File: src/rtl/dmem_arbiter_pkg.sv
`default_nettype none
// ============================================================================
//  Module      : dmem_arbiter_pkg
//  Description : Shared types and default sizes for the data-memory arbiter.
//                Provides the owner encoding used by the picker and by the
//                read-return tag, plus default widths and lock limit.
//  Revision    : 1.0  initial release
// ============================================================================
package dmem_arbiter_pkg;

    localparam int c_ADDR_W   = 8;
    localparam int c_DATA_W   = 8;
    localparam int c_LOCK_MAX = 4;

    // Which requester owns (or last owned) the memory port.
    typedef enum logic {
        OWN_A = 1'b0,
        OWN_B = 1'b1
    } owner_t;

    // Counter width able to hold values 0..max inclusive.
    function automatic int cnt_width(input int max);
        return (max < 1) ? 1 : $clog2(max + 1);
    endfunction

endpackage
`default_nettype wire

File: src/rtl/dmem_arbiter_if.sv
`default_nettype none
// ============================================================================
//  Module      : dmem_arbiter_if
//  Description : Bundle of the two requester ports (A = CPU, B = debug/loader)
//                and the single-port memory interface.
//                slave  : arbiter view (requests in, grants/returns/memory out)
//                master : environment view (requesters plus memory)
//  Ports       : a_req/a_we/a_addr/a_wdata -> a_gnt/a_rvalid/a_rdata
//                b_req/b_we/b_addr/b_wdata/b_lock -> b_gnt/b_rvalid/b_rdata
//                mem_en/mem_we/mem_addr/mem_wdata -> memory, mem_rdata <- memory
//  Revision    : 1.0  initial release
// ============================================================================
interface dmem_arbiter_if
    import dmem_arbiter_pkg::*;
#(
    parameter int ADDR_W = c_ADDR_W,
    parameter int DATA_W = c_DATA_W
);
    logic              a_req;
    logic              a_we;
    logic [ADDR_W-1:0] a_addr;
    logic [DATA_W-1:0] a_wdata;
    logic              a_gnt;
    logic              a_rvalid;
    logic [DATA_W-1:0] a_rdata;

    logic              b_req;
    logic              b_we;
    logic [ADDR_W-1:0] b_addr;
    logic [DATA_W-1:0] b_wdata;
    logic              b_lock;
    logic              b_gnt;
    logic              b_rvalid;
    logic [DATA_W-1:0] b_rdata;

    logic              mem_en;
    logic              mem_we;
    logic [ADDR_W-1:0] mem_addr;
    logic [DATA_W-1:0] mem_wdata;
    logic [DATA_W-1:0] mem_rdata;

    modport slave (
        input  a_req, a_we, a_addr, a_wdata,
        output a_gnt, a_rvalid, a_rdata,
        input  b_req, b_we, b_addr, b_wdata, b_lock,
        output b_gnt, b_rvalid, b_rdata,
        output mem_en, mem_we, mem_addr, mem_wdata,
        input  mem_rdata
    );

    modport master (
        output a_req, a_we, a_addr, a_wdata,
        input  a_gnt, a_rvalid, a_rdata,
        output b_req, b_we, b_addr, b_wdata, b_lock,
        input  b_gnt, b_rvalid, b_rdata,
        input  mem_en, mem_we, mem_addr, mem_wdata,
        output mem_rdata
    );

endinterface
`default_nettype wire

File: src/rtl/dmem_rr_pick.sv
`default_nettype none
// ============================================================================
//  Module      : dmem_rr_pick
//  Description : Two-way round-robin picker with a bounded lock for port B.
//                Grant decision is combinational; last owner and the lock
//                counter are the only state.
//  Ports       : clk, reset (async, active-high)
//                i_a_req, i_b_req, i_b_lock  requests and B lock
//                o_gnt_a, o_gnt_b            one-hot (or zero) grants
//  Revision    : 1.0  initial release
// ============================================================================
module dmem_rr_pick
    import dmem_arbiter_pkg::*;
#(
    parameter int LOCK_MAX = c_LOCK_MAX
) (
    input  wire logic clk,
    input  wire logic reset,
    input  wire logic i_a_req,
    input  wire logic i_b_req,
    input  wire logic i_b_lock,
    output logic      o_gnt_a,
    output logic      o_gnt_b
);

    localparam int                 c_CNT_W   = cnt_width(LOCK_MAX);
    localparam logic [c_CNT_W-1:0] c_CNT_MAX = c_CNT_W'(LOCK_MAX);

    owner_t             r_last_owner;
    logic [c_CNT_W-1:0] r_lock_cnt;

    logic w_hold_lock;
    logic w_pick_a;
    logic w_pick_b;

    always_comb begin
        w_pick_a    = 1'b0;
        w_pick_b    = 1'b0;
        // B keeps the port on conflict only while it is the current owner,
        // still asks for the lock, and has not used up its budget.
        w_hold_lock = (r_last_owner == OWN_B) && i_b_lock && (r_lock_cnt < c_CNT_MAX);

        if (i_a_req && !i_b_req) begin
            w_pick_a = 1'b1;
        end else if (!i_a_req && i_b_req) begin
            w_pick_b = 1'b1;
        end else if (i_a_req && i_b_req) begin
            if (w_hold_lock) begin
                w_pick_b = 1'b1;
            end else if (r_last_owner == OWN_B) begin
                w_pick_a = 1'b1;
            end else begin
                w_pick_b = 1'b1;
            end
        end

        // Grants are suppressed for as long as reset is held.
        o_gnt_a = w_pick_a && !reset;
        o_gnt_b = w_pick_b && !reset;
    end

    always_ff @(posedge clk or posedge reset) begin
        if (reset) begin
            r_last_owner <= OWN_B;
            r_lock_cnt   <= '0;
        end else begin
            if (w_pick_a) begin
                r_last_owner <= OWN_A;
            end else if (w_pick_b) begin
                r_last_owner <= OWN_B;
            end

            // Counter only measures B grants that actually made A wait.
            if (w_pick_a || !i_b_lock || !i_b_req) begin
                r_lock_cnt <= '0;
            end else if (w_pick_b && i_a_req && (r_lock_cnt < c_CNT_MAX)) begin
                r_lock_cnt <= r_lock_cnt + 1'b1;
            end
        end
    end

endmodule
`default_nettype wire

File: src/rtl/dmem_arbiter.sv
`default_nettype none
// ============================================================================
//  Module      : dmem_arbiter
//  Description : Shares a single-port data memory between port A (CPU) and
//                port B (debug/loader). One access per cycle, round-robin on
//                conflict, bounded lock for B bursts, and routing of the
//                1-cycle-latency read data back to the issuing port.
//  Ports       : clk    clock, rising edge
//                reset  asynchronous, active-high
//                bus    dmem_arbiter_if.slave (requesters + memory)
//  Revision    : 1.0  initial release
// ============================================================================
module dmem_arbiter
    import dmem_arbiter_pkg::*;
#(
    parameter int ADDR_W   = c_ADDR_W,
    parameter int DATA_W   = c_DATA_W,
    parameter int LOCK_MAX = c_LOCK_MAX
) (
    input  wire logic     clk,
    input  wire logic     reset,
    dmem_arbiter_if.slave bus
);

    logic              w_gnt_a;
    logic              w_gnt_b;
    logic              w_mem_en;
    logic              w_mem_we;
    logic [ADDR_W-1:0] w_mem_addr;
    logic [DATA_W-1:0] w_mem_wdata;

    // Read-return tracking: r_pend marks a read issued last cycle, r_tag
    // says who issued it. Returns are always exactly one cycle behind.
    logic   r_pend;
    owner_t r_tag;
    logic   w_a_rvalid;
    logic   w_b_rvalid;

    dmem_rr_pick #(
        .LOCK_MAX (LOCK_MAX)
    ) u_pick (
        .clk      (clk),
        .reset    (reset),
        .i_a_req  (bus.a_req),
        .i_b_req  (bus.b_req),
        .i_b_lock (bus.b_lock),
        .o_gnt_a  (w_gnt_a),
        .o_gnt_b  (w_gnt_b)
    );

    always_comb begin
        w_mem_en    = w_gnt_a || w_gnt_b;
        w_mem_we    = 1'b0;
        w_mem_addr  = '0;
        w_mem_wdata = '0;
        if (w_gnt_a) begin
            w_mem_we    = bus.a_we;
            w_mem_addr  = bus.a_addr;
            w_mem_wdata = bus.a_wdata;
        end else if (w_gnt_b) begin
            w_mem_we    = bus.b_we;
            w_mem_addr  = bus.b_addr;
            w_mem_wdata = bus.b_wdata;
        end
    end

    always_ff @(posedge clk or posedge reset) begin
        if (reset) begin
            r_pend <= 1'b0;
            r_tag  <= OWN_A;
        end else begin
            r_pend <= w_mem_en && !w_mem_we;
            if (w_mem_en) begin
                r_tag <= w_gnt_a ? OWN_A : OWN_B;
            end
        end
    end

    assign w_a_rvalid = r_pend && (r_tag == OWN_A);
    assign w_b_rvalid = r_pend && (r_tag == OWN_B);

    assign bus.a_gnt     = w_gnt_a;
    assign bus.b_gnt     = w_gnt_b;
    assign bus.mem_en    = w_mem_en;
    assign bus.mem_we    = w_mem_we;
    assign bus.mem_addr  = w_mem_addr;
    assign bus.mem_wdata = w_mem_wdata;

    // Memory data is fed straight through, zeroed unless it belongs to the port.
    assign bus.a_rvalid  = w_a_rvalid;
    assign bus.b_rvalid  = w_b_rvalid;
    assign bus.a_rdata   = w_a_rvalid ? bus.mem_rdata : '0;
    assign bus.b_rdata   = w_b_rvalid ? bus.mem_rdata : '0;

endmodule
`default_nettype wire

File: src/flat_wrapper.sv
// flat-port wrapper written by rule: the top's interface ports become plain ports
module dmem_arbiter_flat import dmem_arbiter_pkg::*;
#(
    parameter int ADDR_W   = c_ADDR_W,
    parameter int DATA_W   = c_DATA_W,
    parameter int LOCK_MAX = c_LOCK_MAX
)
  (clk, reset, bus_a_req, bus_a_we, bus_a_addr, bus_a_wdata, bus_a_gnt, bus_a_rvalid, bus_a_rdata, bus_b_req, bus_b_we, bus_b_addr, bus_b_wdata, bus_b_lock, bus_b_gnt, bus_b_rvalid, bus_b_rdata, bus_mem_en, bus_mem_we, bus_mem_addr, bus_mem_wdata, bus_mem_rdata);
  dmem_arbiter_if #(.ADDR_W(ADDR_W), .DATA_W(DATA_W)) bus_i ();
  input  wire logic clk;
  input  wire logic reset;
  input wire logic [$bits(bus_i.a_req)-1:0] bus_a_req;
  input wire logic [$bits(bus_i.a_we)-1:0] bus_a_we;
  input wire logic [$bits(bus_i.a_addr)-1:0] bus_a_addr;
  input wire logic [$bits(bus_i.a_wdata)-1:0] bus_a_wdata;
  output wire logic [$bits(bus_i.a_gnt)-1:0] bus_a_gnt;
  output wire logic [$bits(bus_i.a_rvalid)-1:0] bus_a_rvalid;
  output wire logic [$bits(bus_i.a_rdata)-1:0] bus_a_rdata;
  input wire logic [$bits(bus_i.b_req)-1:0] bus_b_req;
  input wire logic [$bits(bus_i.b_we)-1:0] bus_b_we;
  input wire logic [$bits(bus_i.b_addr)-1:0] bus_b_addr;
  input wire logic [$bits(bus_i.b_wdata)-1:0] bus_b_wdata;
  input wire logic [$bits(bus_i.b_lock)-1:0] bus_b_lock;
  output wire logic [$bits(bus_i.b_gnt)-1:0] bus_b_gnt;
  output wire logic [$bits(bus_i.b_rvalid)-1:0] bus_b_rvalid;
  output wire logic [$bits(bus_i.b_rdata)-1:0] bus_b_rdata;
  output wire logic [$bits(bus_i.mem_en)-1:0] bus_mem_en;
  output wire logic [$bits(bus_i.mem_we)-1:0] bus_mem_we;
  output wire logic [$bits(bus_i.mem_addr)-1:0] bus_mem_addr;
  output wire logic [$bits(bus_i.mem_wdata)-1:0] bus_mem_wdata;
  input wire logic [$bits(bus_i.mem_rdata)-1:0] bus_mem_rdata;
  assign bus_i.a_req = bus_a_req;
  assign bus_i.a_we = bus_a_we;
  assign bus_i.a_addr = bus_a_addr;
  assign bus_i.a_wdata = bus_a_wdata;
  assign bus_a_gnt = bus_i.a_gnt;
  assign bus_a_rvalid = bus_i.a_rvalid;
  assign bus_a_rdata = bus_i.a_rdata;
  assign bus_i.b_req = bus_b_req;
  assign bus_i.b_we = bus_b_we;
  assign bus_i.b_addr = bus_b_addr;
  assign bus_i.b_wdata = bus_b_wdata;
  assign bus_i.b_lock = bus_b_lock;
  assign bus_b_gnt = bus_i.b_gnt;
  assign bus_b_rvalid = bus_i.b_rvalid;
  assign bus_b_rdata = bus_i.b_rdata;
  assign bus_mem_en = bus_i.mem_en;
  assign bus_mem_we = bus_i.mem_we;
  assign bus_mem_addr = bus_i.mem_addr;
  assign bus_mem_wdata = bus_i.mem_wdata;
  assign bus_i.mem_rdata = bus_mem_rdata;
  dmem_arbiter #(.ADDR_W(ADDR_W), .DATA_W(DATA_W), .LOCK_MAX(LOCK_MAX)) u_core (.clk(clk), .reset(reset), .bus(bus_i));
endmodule
File: config.mk
export PLATFORM = sky130hd
export DESIGN_NAME = dmem_arbiter_flat
export DESIGN_NICKNAME = d
export VERILOG_FILES = /design/src/rtl/dmem_arbiter_pkg.sv /design/src/rtl/dmem_arbiter_if.sv /design/src/rtl/dmem_rr_pick.sv /design/src/rtl/dmem_arbiter.sv /design/src/flat_wrapper.sv
export SDC_FILE = /design/constraint.sdc
export NUM_CORES = 1
export LEC_CHECK = 0
export BUFFER_PORTS_ARGS = -buffer_cell sky130_fd_sc_hd__buf_2
export CAP_MARGIN = 20
export CORE_MARGIN = 2
export CORE_UTILIZATION = 34
export DETAILED_ROUTE_END_ITERATION = 12
export GPL_TIMING_DRIVEN = 0
export PLACE_DENSITY = 0.81
export SLEW_MARGIN = 20
export SYNTH_ARGS = -nofsm -noshare
export SYNTH_HDL_FRONTEND = slang
export SYNTH_SLANG_ARGS = --single-unit
File: constraint.sdc
create_clock -name clk -period 3.31 [get_ports clk]
set_clock_uncertainty 0.2 [all_clocks]
set_input_delay 0.662 -clock clk [delete_from_list [all_inputs] [get_ports clk]]
set_output_delay 0.662 -clock clk [all_outputs]
set_load 0.005 [all_outputs]
* Word level (Yosys, flattened, before mapping)
Index checks and enable logic that the tools add are counted.
Storage, ports and cells: output and inout port bits 38, register bits after elaboration 6
Cells by class: bitwise gates (word level) 1, add/sub/neg operators 1, multiplexer cells 23, $lt $le $gt $ge 1, reductions and logical operators 22
Operators with widths (number):
- $mux 8 | 6
- $mux 1 | 15
- $logic_and 1x1->1 | 12
- $mux 3 | 2
- $logic_not 1->1 | 5
- $reduce_bool 2->1 | 2
- $add 3x1->3 const B | 1
- $logic_or 1x1->1 | 3
- $lt 3x3->1 const B | 1
- $not 1->1 | 1

* Longest topological paths before layout
depth in word-level cells 11, depth in mapped cells 5, mapped depth without buffers 3

* By module
From an unflattened synthesis, not the netlist that was laid out.
Second synthesis, totals: cell total of the unflattened synthesis 80, area total of the unflattened synthesis 630.6 µm²
By module, submodules not included:
- dmem_arbiter | area each 402.9 µm², instances 1, cells each 55
- dmem_rr_pick | area each 227.7 µm², instances 1, cells each 25

* Worst setup path after synthesis
Ideal clock, no wire load.
kind input-to-output, from in bus_b_req, to out bus_mem_addr[6], path buffers 1, cell stages on the path 4, arrival time 1524 ps, slack 924 ps, cell sequence and3b_1 > a2111oi_4 > buf_6 > a22o_1
RTL lines:
- start, declared | line flat_wrapper.sv:19 | input wire logic [$bits(bus_i.b_req)-1:0] bus_b_req;
- $logic_and 1x1->1 | line dmem_rr_pick.sv:47 | end else if (i_a_req && i_b_req) begin
- $mux 1 | line dmem_rr_pick.sv:47
- $mux 1 | line dmem_rr_pick.sv:45 | end else if (!i_a_req && i_b_req) begin
- $mux 1 (*) | line dmem_rr_pick.sv:43 | if (i_a_req && !i_b_req) begin
- $logic_and 1x1->1 (*) | line dmem_rr_pick.sv:58 | o_gnt_a = w_pick_a && !reset;
- net bus_a_gnt | line flat_wrapper.sv:16 | output wire logic [$bits(bus_i.a_gnt)-1:0] bus_a_gnt;
- $mux 8 (*) | line dmem_arbiter.sv:56 | if (w_gnt_a) begin
- end, declared | line flat_wrapper.sv:29 | output wire logic [$bits(bus_i.mem_addr)-1:0] bus_mem_addr;
Mark *: on every way through the listed nets, which the timed path passes. The rest lies on a longest branch.

* Final worst setup path
from in bus_b_req, to out bus_mem_wdata[1]
On the way: longest elaborated chain between the ends 7
RTL lines:
- $logic_and 1x1->1 | line dmem_rr_pick.sv:47
- $mux 1 | line dmem_rr_pick.sv:47
- $mux 1 | line dmem_rr_pick.sv:45
- $mux 1 | line dmem_rr_pick.sv:43
- $logic_and 1x1->1 | line dmem_rr_pick.sv:59 | o_gnt_b = w_pick_b && !reset;
- $mux 8 | line dmem_arbiter.sv:60 | end else if (w_gnt_b) begin
- $mux 8 (*) | line dmem_arbiter.sv:56
- end, declared | line flat_wrapper.sv:30 | output wire logic [$bits(bus_i.mem_wdata)-1:0] bus_mem_wdata;
Mark *: on every way between the ends. The rest lies on a longest branch, timed or not.

==> impl_metrics.toml <==
[run_status]
status = "finished clean"

[clock_network]
clockRootBuffer = "clkbuf_4"
h-tree-depth = 1
path_clk_slew_ns = 0.05
cts_resized = 0
numCtsBuffers = 3
clock_latency_ns = 0.25
clockBufferDepth = 2
clock_sinks = 6
cts_hold_buf = 0
post-cts-setup-buffers = 0
cts_tree = "done"

[timing]
finalCriticalPeriod_ns = 2.71
relSlewSlack_pct = 78.3
grt_setup_unrepaired = "false"
setup_tns_ns = 0
whs_ns = 0.149
final_max_slew_viol_count = 0
setup_slack_ns = 0.598
setup-violations-final = 0
worstMarginPinSlew_ns = 0.325
fmax_mhz = 369
fin_crit_sh_pct = 81.9
timing.final.hold_violations = 0

[floorplanning]
die_h_um = 48.7
fp.dieW_um = 48.7
die_area_sq_um = 2370
design.core.area_sq_um = 1920
pin_count = 85
placementRows = 16
start_util_pct = 35.4

[power]
p_leak_nw = 0.714
power_density_nw_per_um2 = 238
ir_drop_v = 0.000117

[global_routing]
overflow = 0
antenna_found_initial = 0
grt_max_degree = 11
grt_pass1_wl_um = 3730
grt_pass1_vias = 945
grt.total_usage_pct = 19.4

[layout]
utilization_pct = 60.4
drive_gt1_share_pct = 56.9
fillCellCount = 179
final_common_cell = "buf_2"
antenna_cells = 0
mostFrequentLayoutCells = "buf_2 (84), a22o_1 (17), and2_1 (9), and3_1 (8), dfrtp_1 (5)"
area_growth_pct = 70.7
final_cells = 194
nNetsFinal = 216
multi_input_area_sq_um = 464
regArea_sq_um = 151

[worst_setup_path]
cp_data_required_time_ns = 2.45
cp_cell_sequence = "buf_2 > and3b_1 > a2111oi_4 > buf_6 > a22o_1 > buf_2"
end_kind = "output port"
arrival_ns = 1.85
cp-start-kind = "primary input"
cp_max_fo = 10
cp_common_cell = "buf_2"
critPathBufInv = 3
max_stage_delay_ns = 0.38
worstSetupPathType = "in2out"
r2r-start = "u_core.u_pick.r_lock_cnt[2]$_DFFE_PP0P_"
cp_slowest_cell = "a2111oi_4"
path_delay_family = "compound AO/OA/AOI/OAI gates"
startpoint = "bus_b_req"

[drt]
wirelength_um = 2320
first_iter_violations = 10
drt_pre_antenna_iters = 4
wl_per_cell_um = 12.0
drtAntennaViolNets = 0
vias = 986
drc = 0
vias_per_cell = 5.08

[logic_synthesis]
synth_top_area_share_pct = 21.9
synth_edf_count = 0
synth_cell_type_count = 27
syn_nets = 127
synth_flop_cell = "dfrtp_1"
synth_xor_area_share_pct = 0
synthArstFlopShare_pct = 100
synth_seq_cells = 6
synth_compound_area_share_pct = 36.1
synth.area.mux_share_pct = 0
netlist_area_sq_um = 679
yosysTopAreaCell = "a22o_1"
synth_top_family_by_area = "compound AO/OA/AOI/OAI gates"
ys_seq_area_share_pct = 22.3
synthAdderAreaFrac_pct = 1.84
postSynthCellCount = 79
synth_area_leaders = "a22o_1 (22%), dfrtp_1 (18%), and2_1 (8.3%), and3_1 (7.4%), buf_6 (5.0%)"
yosys.area_share.simple_pct = 30.4
avgSynthCellArea_sq_um = 8.60
yosysWarnings = 0

[placed_design]
port_buffers = 84
post-place-ws_ns = 0.600
place.gp.congestion = 0.759
dpl.cell_count = 190
dpl.hpwl_um = 1940

[worst_hold_path]
min_path_type = "in2async"

[flow_run]
cap_violations = 0
[per-layer routing]
layer  global-route usage, %  wire, um  vias to the layer above
met5                       0         0                        -
met3                    3.40       264                        3
li1                        -         -                      477
met1                    18.8       825                      441
met4                    8.57        23                        0
met2                    39.0      1210                       65
[logic make-up after synthesis]
kind of cell,after synthesis
adders and majority gates,1
AOI/OAI and AO/OA,29
buffers and inverters,10
and+or+nand+nor,33
DFF,6
[through the flow]
stage | total power [mW] | cell area (sq um)
after global placement | 0.197 | 1130
after detailed placement | 0.201 | 1130
after CTS | 0.277 | 1160
after floorplan | 0.139 | 679
final | 0.276 | 1160
after global routing | 0.295 | 1160
[cells in the mapped netlist, drive strengths merged, types with 2 or more instances]
| master | number |
|---|---|
| a22o | 17 |
| and2 | 9 |
| and3 | 8 |
| dfrtp | 5 |
| buf | 4 |
| inv | 4 |
| o21ai | 4 |
| a21oi | 3 |
| nand2 | 3 |
| nor2b | 3 |
| clkbuf | 2 |
| nand3b | 2 |
| or4 | 2 |
[flip-flops by register name, summed over array words and instances, names as in the netlist]
name	flops
u_core.u_pick.r_last_owner	1
u_core.u_pick.r_lock_cnt	3
u_core.r_pend	1
u_core.r_tag	1
[power by group]
part	total [mW]	switching, mW	internal (mW)
logic	0.117	0.0531	0.0636
registers	0.0832	0.00410	0.0791
clock network	0.0758	0.0299	0.0459
total	0.276	0.0871	0.189
[final cells by class]
type	count	area share (%)
buffer	6	4.21
clock buffer	4	2.27
inverter	4	1.29
multi-input combinational	63	40.0
sequential	6	13.1
tap	27	2.91
timing repair buffer	84	36.2
[path summary, 6_finish.rpt]
path	to	slack, ns	depth (start not counted)
worst max-delay path	bus_mem_wdata[1]	0.60	6
worst min-delay path	u_core.u_pick.r_lock_cnt[2]$_DFFE_PP0P_	0.15	2
worst max register to register	u_core.r_tag$_DFFE_PP0P_	1.68	4
worst min register to register	u_core.u_pick.r_lock_cnt[1]$_DFFE_PP0P_	0.36	2
max in group asynchronous	u_core.u_pick.r_last_owner$_DFFE_PP1P_	2.51	2
min in group clk	u_core.u_pick.r_lock_cnt[1]$_DFFE_PP0P_	0.36	2
Power figures use the tool's default switching activity.
